[config.mk]
export PLATFORM = sky130hd
export DESIGN_NAME = trap_ctrl
export DESIGN_NICKNAME = d
export VERILOG_FILES = /design/src/rtl/trap_ctrl.sv
export SDC_FILE = /design/constraint.sdc
export NUM_CORES = 1
export LEC_CHECK = 0
export CORE_AREA = 2 2 170 172
export DETAILED_ROUTE_END_ITERATION = 8
export DIE_AREA = 0 0 172 174
export GPL_TIMING_DRIVEN = 0
export RECOVER_POWER = 50
export SLEW_MARGIN = 20
export SYNTH_ARGS = -nofsm -noshare
export SYNTH_HDL_FRONTEND = slang
export SYNTH_SLANG_ARGS = --single-unit
[constraint.sdc]
create_clock -name clk_i -period 2.1 [get_ports clk_i]
set_input_delay 0.21 -clock clk_i [delete_from_list [all_inputs] [get_ports clk_i]]
set_output_delay 0.21 -clock clk_i [all_outputs]
set_load 0.02 [all_outputs]
[src/rtl/trap_ctrl.sv]
// trap_ctrl: machine-mode trap sequencer.
// It takes exceptions, mret and (optionally) interrupts from the commit stage
// and produces the mcause/mepc/mtval/mstatus update for the CSR file. It also
// drives the write strobes and holds the pipeline until the redirect is issued.
// Optional feature macro: TRAP_CTRL_IRQ_EN enables interrupt arbitration.
// Without it the irq_*_i inputs are ignored and mcause_o[31] stays 0.
module trap_ctrl #(
    parameter logic [1:0] RESET_MPP = 2'b11
) (
    input  logic        clk_i,
    input  logic        rst_i,
    input  logic        valid_i,
    input  logic [31:0] pc_i,
    input  logic        exc_ebreak_i,
    input  logic        exc_ialign_i,
    input  logic        exc_illegal_i,
    input  logic        exc_ecall_i,
    input  logic        exc_lalign_i,
    input  logic        exc_salign_i,
    input  logic [31:0] tval_i,
    input  logic        mret_i,
    input  logic        irq_ext_i,
    input  logic        irq_sw_i,
    input  logic        irq_timer_i,
    input  logic [31:0] mstatus_i,
    input  logic [31:0] mie_i,
    input  logic [31:0] mepc_i,
    input  logic [31:0] mcause_i,
    input  logic [31:0] mtval_i,
    input  logic [31:0] exc_ret_addr_i,
    output logic        we_exc_o,
    output logic        sel_exc_nret_o,
    output logic [31:0] mcause_o,
    output logic [31:0] mepc_o,
    output logic [31:0] mtval_o,
    output logic [31:0] mstatus_o,
    output logic        busy_o,
    output logic        redirect_o,
    output logic [31:0] redirect_pc_o
);

    typedef enum logic [1:0] {
        IDLE     = 2'd0,
        TRAP_WR  = 2'd1,
        RET_WR   = 2'd2,
        REDIRECT = 2'd3
    } state_t;

    state_t      state_q, state_d;
    logic        we_q, we_d;
    logic        redirect_q, redirect_d;
    logic        busy_q, busy_d;
    logic        sel_q, sel_d;
    logic [31:0] mcause_q, mcause_d;
    logic [31:0] mepc_q, mepc_d;
    logic [31:0] mtval_q, mtval_d;
    logic [31:0] mstatus_q, mstatus_d;
    logic [31:0] redirect_pc_q, redirect_pc_d;

    logic        exc_any;
    logic [31:0] exc_cause;
    logic        req_exc;
    logic        req_ret;
    logic        req_irq;
    logic [31:0] irq_cause;

    // mstatus on trap entry: stash MIE into MPIE, disable interrupts, set MPP.
    function automatic logic [31:0] trap_mstatus(input logic [31:0] ms);
        logic [31:0] r;
        r       = ms;
        r[7]    = ms[3];
        r[3]    = 1'b0;
        r[12:11] = RESET_MPP;
        return r;
    endfunction

    // mstatus on mret: restore MIE from MPIE and set MPIE; MPP is untouched.
    function automatic logic [31:0] ret_mstatus(input logic [31:0] ms);
        logic [31:0] r;
        r    = ms;
        r[3] = ms[7];
        r[7] = 1'b1;
        return r;
    endfunction

    // Fixed-priority exception cause encoder.
    function automatic logic [31:0] exc_code(input logic ebreak, input logic ialign,
                                              input logic illegal, input logic ecall,
                                              input logic lalign, input logic salign);
        logic [31:0] c;
        if (ebreak)       c = 32'd3;
        else if (ialign)  c = 32'd0;
        else if (illegal) c = 32'd2;
        else if (ecall)   c = 32'd11;
        else if (lalign)  c = 32'd4;
        else if (salign)  c = 32'd6;
        else              c = 32'd0;
        return c;
    endfunction

    assign exc_any = exc_ebreak_i | exc_ialign_i | exc_illegal_i |
                     exc_ecall_i  | exc_lalign_i | exc_salign_i;
    assign exc_cause = exc_code(exc_ebreak_i, exc_ialign_i, exc_illegal_i,
                                exc_ecall_i, exc_lalign_i, exc_salign_i);

    // Exceptions win over mret, and mret wins over interrupts.
    assign req_exc = valid_i & exc_any;
    assign req_ret = valid_i & ~exc_any & mret_i;

`ifdef TRAP_CTRL_IRQ_EN
    logic irq_ext_en;
    logic irq_sw_en;
    logic irq_timer_en;
    logic unused_mie;

    assign irq_ext_en   = irq_ext_i   & mie_i[11];
    assign irq_sw_en    = irq_sw_i    & mie_i[3];
    assign irq_timer_en = irq_timer_i & mie_i[7];
    assign req_irq = valid_i & ~exc_any & ~mret_i & mstatus_i[3] &
                     (irq_ext_en | irq_sw_en | irq_timer_en);
    assign irq_cause = irq_ext_en ? 32'h8000_000B :
                       irq_sw_en  ? 32'h8000_0003 :
                                    32'h8000_0007;
    assign unused_mie = ^{mie_i[31:12], mie_i[10:8], mie_i[6:4], mie_i[2:0]};
`else
    logic unused_irq;

    assign req_irq    = 1'b0;
    assign irq_cause  = 32'h0000_0000;
    assign unused_irq = ^{irq_ext_i, irq_sw_i, irq_timer_i, mie_i};
`endif

    // Next-state and next-output logic; everything holds unless a step updates it.
    always_comb begin
        state_d       = state_q;
        we_d          = 1'b0;
        redirect_d    = 1'b0;
        sel_d         = sel_q;
        mcause_d      = mcause_q;
        mepc_d        = mepc_q;
        mtval_d       = mtval_q;
        mstatus_d     = mstatus_q;
        redirect_pc_d = redirect_pc_q;
        case (state_q)
            IDLE: begin
                if (req_exc || req_irq) begin
                    state_d   = TRAP_WR;
                    we_d      = 1'b1;
                    sel_d     = 1'b0;
                    mcause_d  = req_exc ? exc_cause : irq_cause;
                    mepc_d    = pc_i;
                    mtval_d   = req_exc ? tval_i : 32'h0000_0000;
                    mstatus_d = trap_mstatus(mstatus_i);
                end else if (req_ret) begin
                    state_d   = RET_WR;
                    we_d      = 1'b1;
                    sel_d     = 1'b1;
                    mcause_d  = mcause_i;
                    mepc_d    = mepc_i;
                    mtval_d   = mtval_i;
                    mstatus_d = ret_mstatus(mstatus_i);
                end
            end
            TRAP_WR, RET_WR: begin
                state_d       = REDIRECT;
                redirect_d    = 1'b1;
                redirect_pc_d = exc_ret_addr_i;
            end
            REDIRECT: begin
                state_d = IDLE;
            end
            default: begin
                state_d = IDLE;
            end
        endcase
        busy_d = (state_d != IDLE);
    end

    // State and output registers; reset abandons any sequence and zeroes outputs.
    always_ff @(posedge clk_i or negedge rst_i) begin
        if (!rst_i) begin
            state_q       <= IDLE;
            we_q          <= 1'b0;
            redirect_q    <= 1'b0;
            busy_q        <= 1'b0;
            sel_q         <= 1'b0;
            mcause_q      <= 32'h0000_0000;
            mepc_q        <= 32'h0000_0000;
            mtval_q       <= 32'h0000_0000;
            mstatus_q     <= 32'h0000_0000;
            redirect_pc_q <= 32'h0000_0000;
        end else begin
            state_q       <= state_d;
            we_q          <= we_d;
            redirect_q    <= redirect_d;
            busy_q        <= busy_d;
            sel_q         <= sel_d;
            mcause_q      <= mcause_d;
            mepc_q        <= mepc_d;
            mtval_q       <= mtval_d;
            mstatus_q     <= mstatus_d;
            redirect_pc_q <= redirect_pc_d;
        end
    end

    assign we_exc_o       = we_q;
    assign redirect_o     = redirect_q;
    assign busy_o         = busy_q;
    assign sel_exc_nret_o = sel_q;
    assign mcause_o       = mcause_q;
    assign mepc_o         = mepc_q;
    assign mtval_o        = mtval_q;
    assign mstatus_o      = mstatus_q;
    assign redirect_pc_o  = redirect_pc_q;

endmodule

== Word level (Yosys, flattened, before mapping) ==
Index checks and enable logic that the tools add are counted.
Operators by class
  equality and inequality tests: 3
  muxes and demuxes: 23
  bitwise operators: 9
  reductions and logical operators: 5
Operators with widths (count)
  2-to-1 mux 32 bit: 9
  2-to-1 mux 4 bit: 3
  2-to-1 mux 1 bit: 6
  2-to-1 mux 3 bit: 2
  case mux 2 bit (3 select lines): 1
  bitwise OR 1 bit: 5
  equality test 2 bit (second input constant): 2
  2-to-1 mux 2 bit: 2
  nonzero test 2 bit: 2
  AND 1 bit: 3
  equality test 2 x 1 -> 1 bit (second input constant): 1
  logical NOT 2 bit: 1
  AND reduction 2 bit: 1
  OR reduction 2 bit: 1
  NOT 1 bit: 1
Storage, ports and cells
  register bits after elaboration: 166
  bits of input ports: 269
  output and inout port bits: 164
  word-level logic and storage cells: 50

== Longest topological paths before layout ==
  depth after elaboration: 12
  mapped depth: 10
  gate-level depth less buffers: 7

== Worst setup path before layout ==
OpenSTA, ideal clock, no wires.
  path type: register to register
  start point: reg state_q[0]
  end point: reg mcause_q[0], in the netlist mcause_o[0]
  library setup time: 142 ps
  arrival: 1703 ps
  data required time: 1958 ps
  path slack: 256 ps
  cell stages (with the launch flop): 10
  path buffers: 3
  clock period less this slack: 1844 ps
  path through: dfrtp_1 -> inv_1 -> ha_1 -> nand2_1 -> a21o_1 -> buf_2 -> inv_1 -> clkbuf_1 -> clkbuf_1 -> a31oi_1
Between the ends
  word-level cells in the longest chain between the ends: 2
Ends and longest elaborated chain
  start, declared: RTL line 49  | state_t state_q, state_d;
  start signal, assigned: RTL line 193  | state_q <= state_d;
  logical NOT 2 bit: RTL line 144  | case (state_q)
  AND reduction 2 bit (no line)
  end signal, assigned: RTL line 198  | mcause_q <= mcause_d;
  end, declared: RTL line 54  | logic [31:0] mcause_q, mcause_d;
No other way between the ends.
A chain may end at the register's enable or synchronous reset.

== Worst setup path in the final report ==
  start point: reg state_q[1]
  end point: reg redirect_pc_q[7], in the netlist redirect_pc_o[7]
Between the ends
  word-level cells in the longest chain between the ends: 2
  elaborated cells between the ends (all ways): 3
  classes of those cells: 2 x eq/ne; 1 x reduce/logical
Ends and longest elaborated chain
  equality test 2 x 1 -> 1 bit / equality test 2 bit (equally long branches): RTL line 144
  OR reduction 2 bit (*): RTL line 144
  end signal, assigned: RTL line 202  | redirect_pc_q <= redirect_pc_d;
  end, declared: RTL line 58  | logic [31:0] redirect_pc_q, redirect_pc_d;
Every way passes the cells marked *; elsewhere a longest branch is shown, timed or not.

==> metrics.txt <==
final setup fails 0; synth unique cells 33; CTS tree done; placed cell area between 10000 and 15000 um^2; crit path to redirect_pc_o[7]; VDD IR-drop max roughly 0.9 mV; IO Pins between 400 and 500; cell count after placement about 1400; DP Wirelength approximately 19000 um; grt total ovfl 0; antenna-violating nets left 0; clock-pin slew of the registers on the worst-case setup and hold paths around 70 ps; Tcrit/Tclk final about 96%; routed vias 5986; post-synthesis sequential area ratio between 60% and 70%; CTS Buf Count 17; CP Data Required Time roughly 2400 ps; worst r2r src state_q[1]; number of antenna violations at the first check in global routing 4; CP Max Fanout 10; Leak Pwr 5.182 nW; Post-CTS Setup Bufs 0; Critical Path Start state_q[1]; Mapped Cells 594; Final Wtd Congestion 0.7893; vias per cell between 4 and 5; Finished Core Util between 40 and 50%; Synth async-reset ratio 100.0%; unrepaired setup endpoints after global routing yes; Critical Path Source Type register; share of layout cells above drive strength 1 about 9.9%; Pwr Total between 15 and 20 mW; met1 Use GR around a fifth; arrival time at the worst endpoint around 2300 ps; Total GRT Usage 16.58%; Fin. Hold Viols 0; die height 174 um; Final Instance Area about 12000 um^2; Clk Tree Root Cell clkbuf_16; first-pass GRT wire length 37030 um; fill count between 2000 and 3000; Global Route met2 Usage 28.40%; syn_nets approximately 860; status completed; DP Worst Slack -841.8 ps; Routed wire per std cell 17.81 um; worst-skew pair later-pin latency about 430 ps; Cell Pwr Density between 1000 and 1500 nW/um^2; max_slew headroom between 50% and 60%; largest net degree at the start of global routing between 80 and 90; final std cells w/o fill between 1000 and 1500; Tmin final 2018 ps; Max Clock Freq around 500 MHz; Top Usage Layer GRT met2; Clock Sinks 166; count of pins over their slew limit 0; PnR worst setup slack 81.89 ps; die area roughly 30000 um^2; final WL 25120 um; Worst R2R Path Depth 5; Die Span X 172 um; DRT iter0 DRCs around 260; DRT Pass-1 Iters 4; maximum clock path buffer count 2; PortBufs 396; Max-Cap Viols 0; std cell rows 62; layout overhead on the synthesized area 76.91%; synthesized area about 6800 um^2; met3 Track Usage GR 6.421%; Hold Path Class in2reg; nets around 1300; core area 28240 um^2; CP Capture Type register; #FFs+latches synth 166; vias in the first global route 6334; DR DRC count 0; EDFF count, synth 0; H-tree levels 4; Slew @ Worst Pin 655.3 ps; Warnings, synthesis 0; r2r setup slk approximately 82 ps; commonest non-fill, non-tap cell in the layout clkdlybuf4s50_1; Worst Skew ~12 ps; WS Path Type reg2reg; top_reg_cell synth dfrtp_1; Avg Inst Size Synth about 11 um^2; Starting Density between 20% and 30%; commonest non-fill, non-tap cells in the layout clkdlybuf4s50_1, dfrtp_1, nand2_1; reg-to-reg endpoint redirect_pc_o[7]
[sequential cells by signal, indices dropped and copies added (netlist names)]
register / cells
mepc_o: 32
redirect_o: 1
busy_o: 1
we_exc_o: 1
mtval_o: 32
mcause_o: 32
redirect_pc_o: 32
mstatus_o: 32
state_q: 2
sel_exc_nret_o: 1
[through the flow]
stage	TNS [ps]	hold WS, ps
2_1_floorplan	0	-85.59
3_3_place_gp	-1158010	459.7
3_5_place_dp	-74530	236.1
4_1_cts	0	137.7
5_1_grt	-1493	200.9
6_report	0	169.4
[kinds of logic (layout without fill, tap and decap cells)]
kind of cell               after synthesis  after routing  synth area share [%]
buffers and inverters                   46            476                 3.378
muxes                                   96             96                 14.77
adders and majority gates                1              1                0.1846
and+or+nand+nor                        172            172                 9.913
AOI/OAI and AO/OA                      113            113                 10.47
other                                    0              2                     0
DFF                                    166            166                 61.29
[metal layers]
metal / routed length, um / vias up / part of all wire [%]
met4: 403 / 2 / 1.6
met5: 13 / - / 0.052
met3: 2407 / 23 / 9.6
met2: 12230 / 248 / 49
li1: - / 2880 / -
met1: 10060 / 2833 / 40
[worst max-delay path: stages (launching register included)]
cell      delay [ps]
dfrtp_1          350
inv_1             70
ha_4             270
clkbuf_1         310
clkbuf_1         490
mux2_2           400
[synth_stat cells, types with 2 or more instances]
cell      number  share of area, %
nor2_1        72               4.0
a31oi_1        2              0.18
a21oi_1       69               5.1
clkbuf_1      27               1.5
o21ai_0        2              0.15
a21o_1         2              0.22
buf_2          5              0.37
inv_1          5              0.28
nand2b_1       2              0.18
mux2_2        32               5.3
dfrtp_1      166                61
mux2i_1       64               9.5
o22a_1         2              0.26
a22o_1        30               3.9
nand2_1       91               5.0
buf_4          6              0.66
[where the power goes]
part | internal, mW | total [mW] | switching, mW
clock network | 1.97 | 3.34 | 1.37
registers | 4.50 | 5.15 | 0.655
logic | 3.76 | 7.63 | 3.87
[area by class of cell]
class,count,area [um^2],share of cell area [%]
antenna,2,5.005,0.04174
buffer,41,291.5,2.431
clock buffer,21,470.5,3.924
clock inverter,11,148.9,1.242
inverter,5,18.77,0.1565
multi-input combinational,382,2415,20.14
sequential,166,4154,34.64
tap,384,480.5,4.007
timing repair buffer,398,4006,33.41
[what timing repair did]
item                                    4_1_cts  5_1_grt
gates resized for setup                      33       17
hold endpoints to repair                     79        0
endpoints found under the setup margin      100      110
hold buffers                                  1        0
[worst min path at each step]
| stage | startpoint | end | slack [ps] | cells past startpoint |
|---|---|---|---|---|
| 2_1_floorplan | rst_i | busy_o | -90 | 0 |
| 3_3_place_gp | mstatus_o[0] | mstatus_o[0] | 460 | 2 |
| 3_5_place_dp | rst_i | redirect_pc_o[20] | 240 | 1 |
| 4_1_cts | valid_i | mcause_o[0] | 140 | 3 |
| 5_1_grt | valid_i | mcause_o[0] | 200 | 3 |
| 6_report | valid_i | mcause_o[0] | 170 | 3 |
Power figures use the tool's default switching activity.
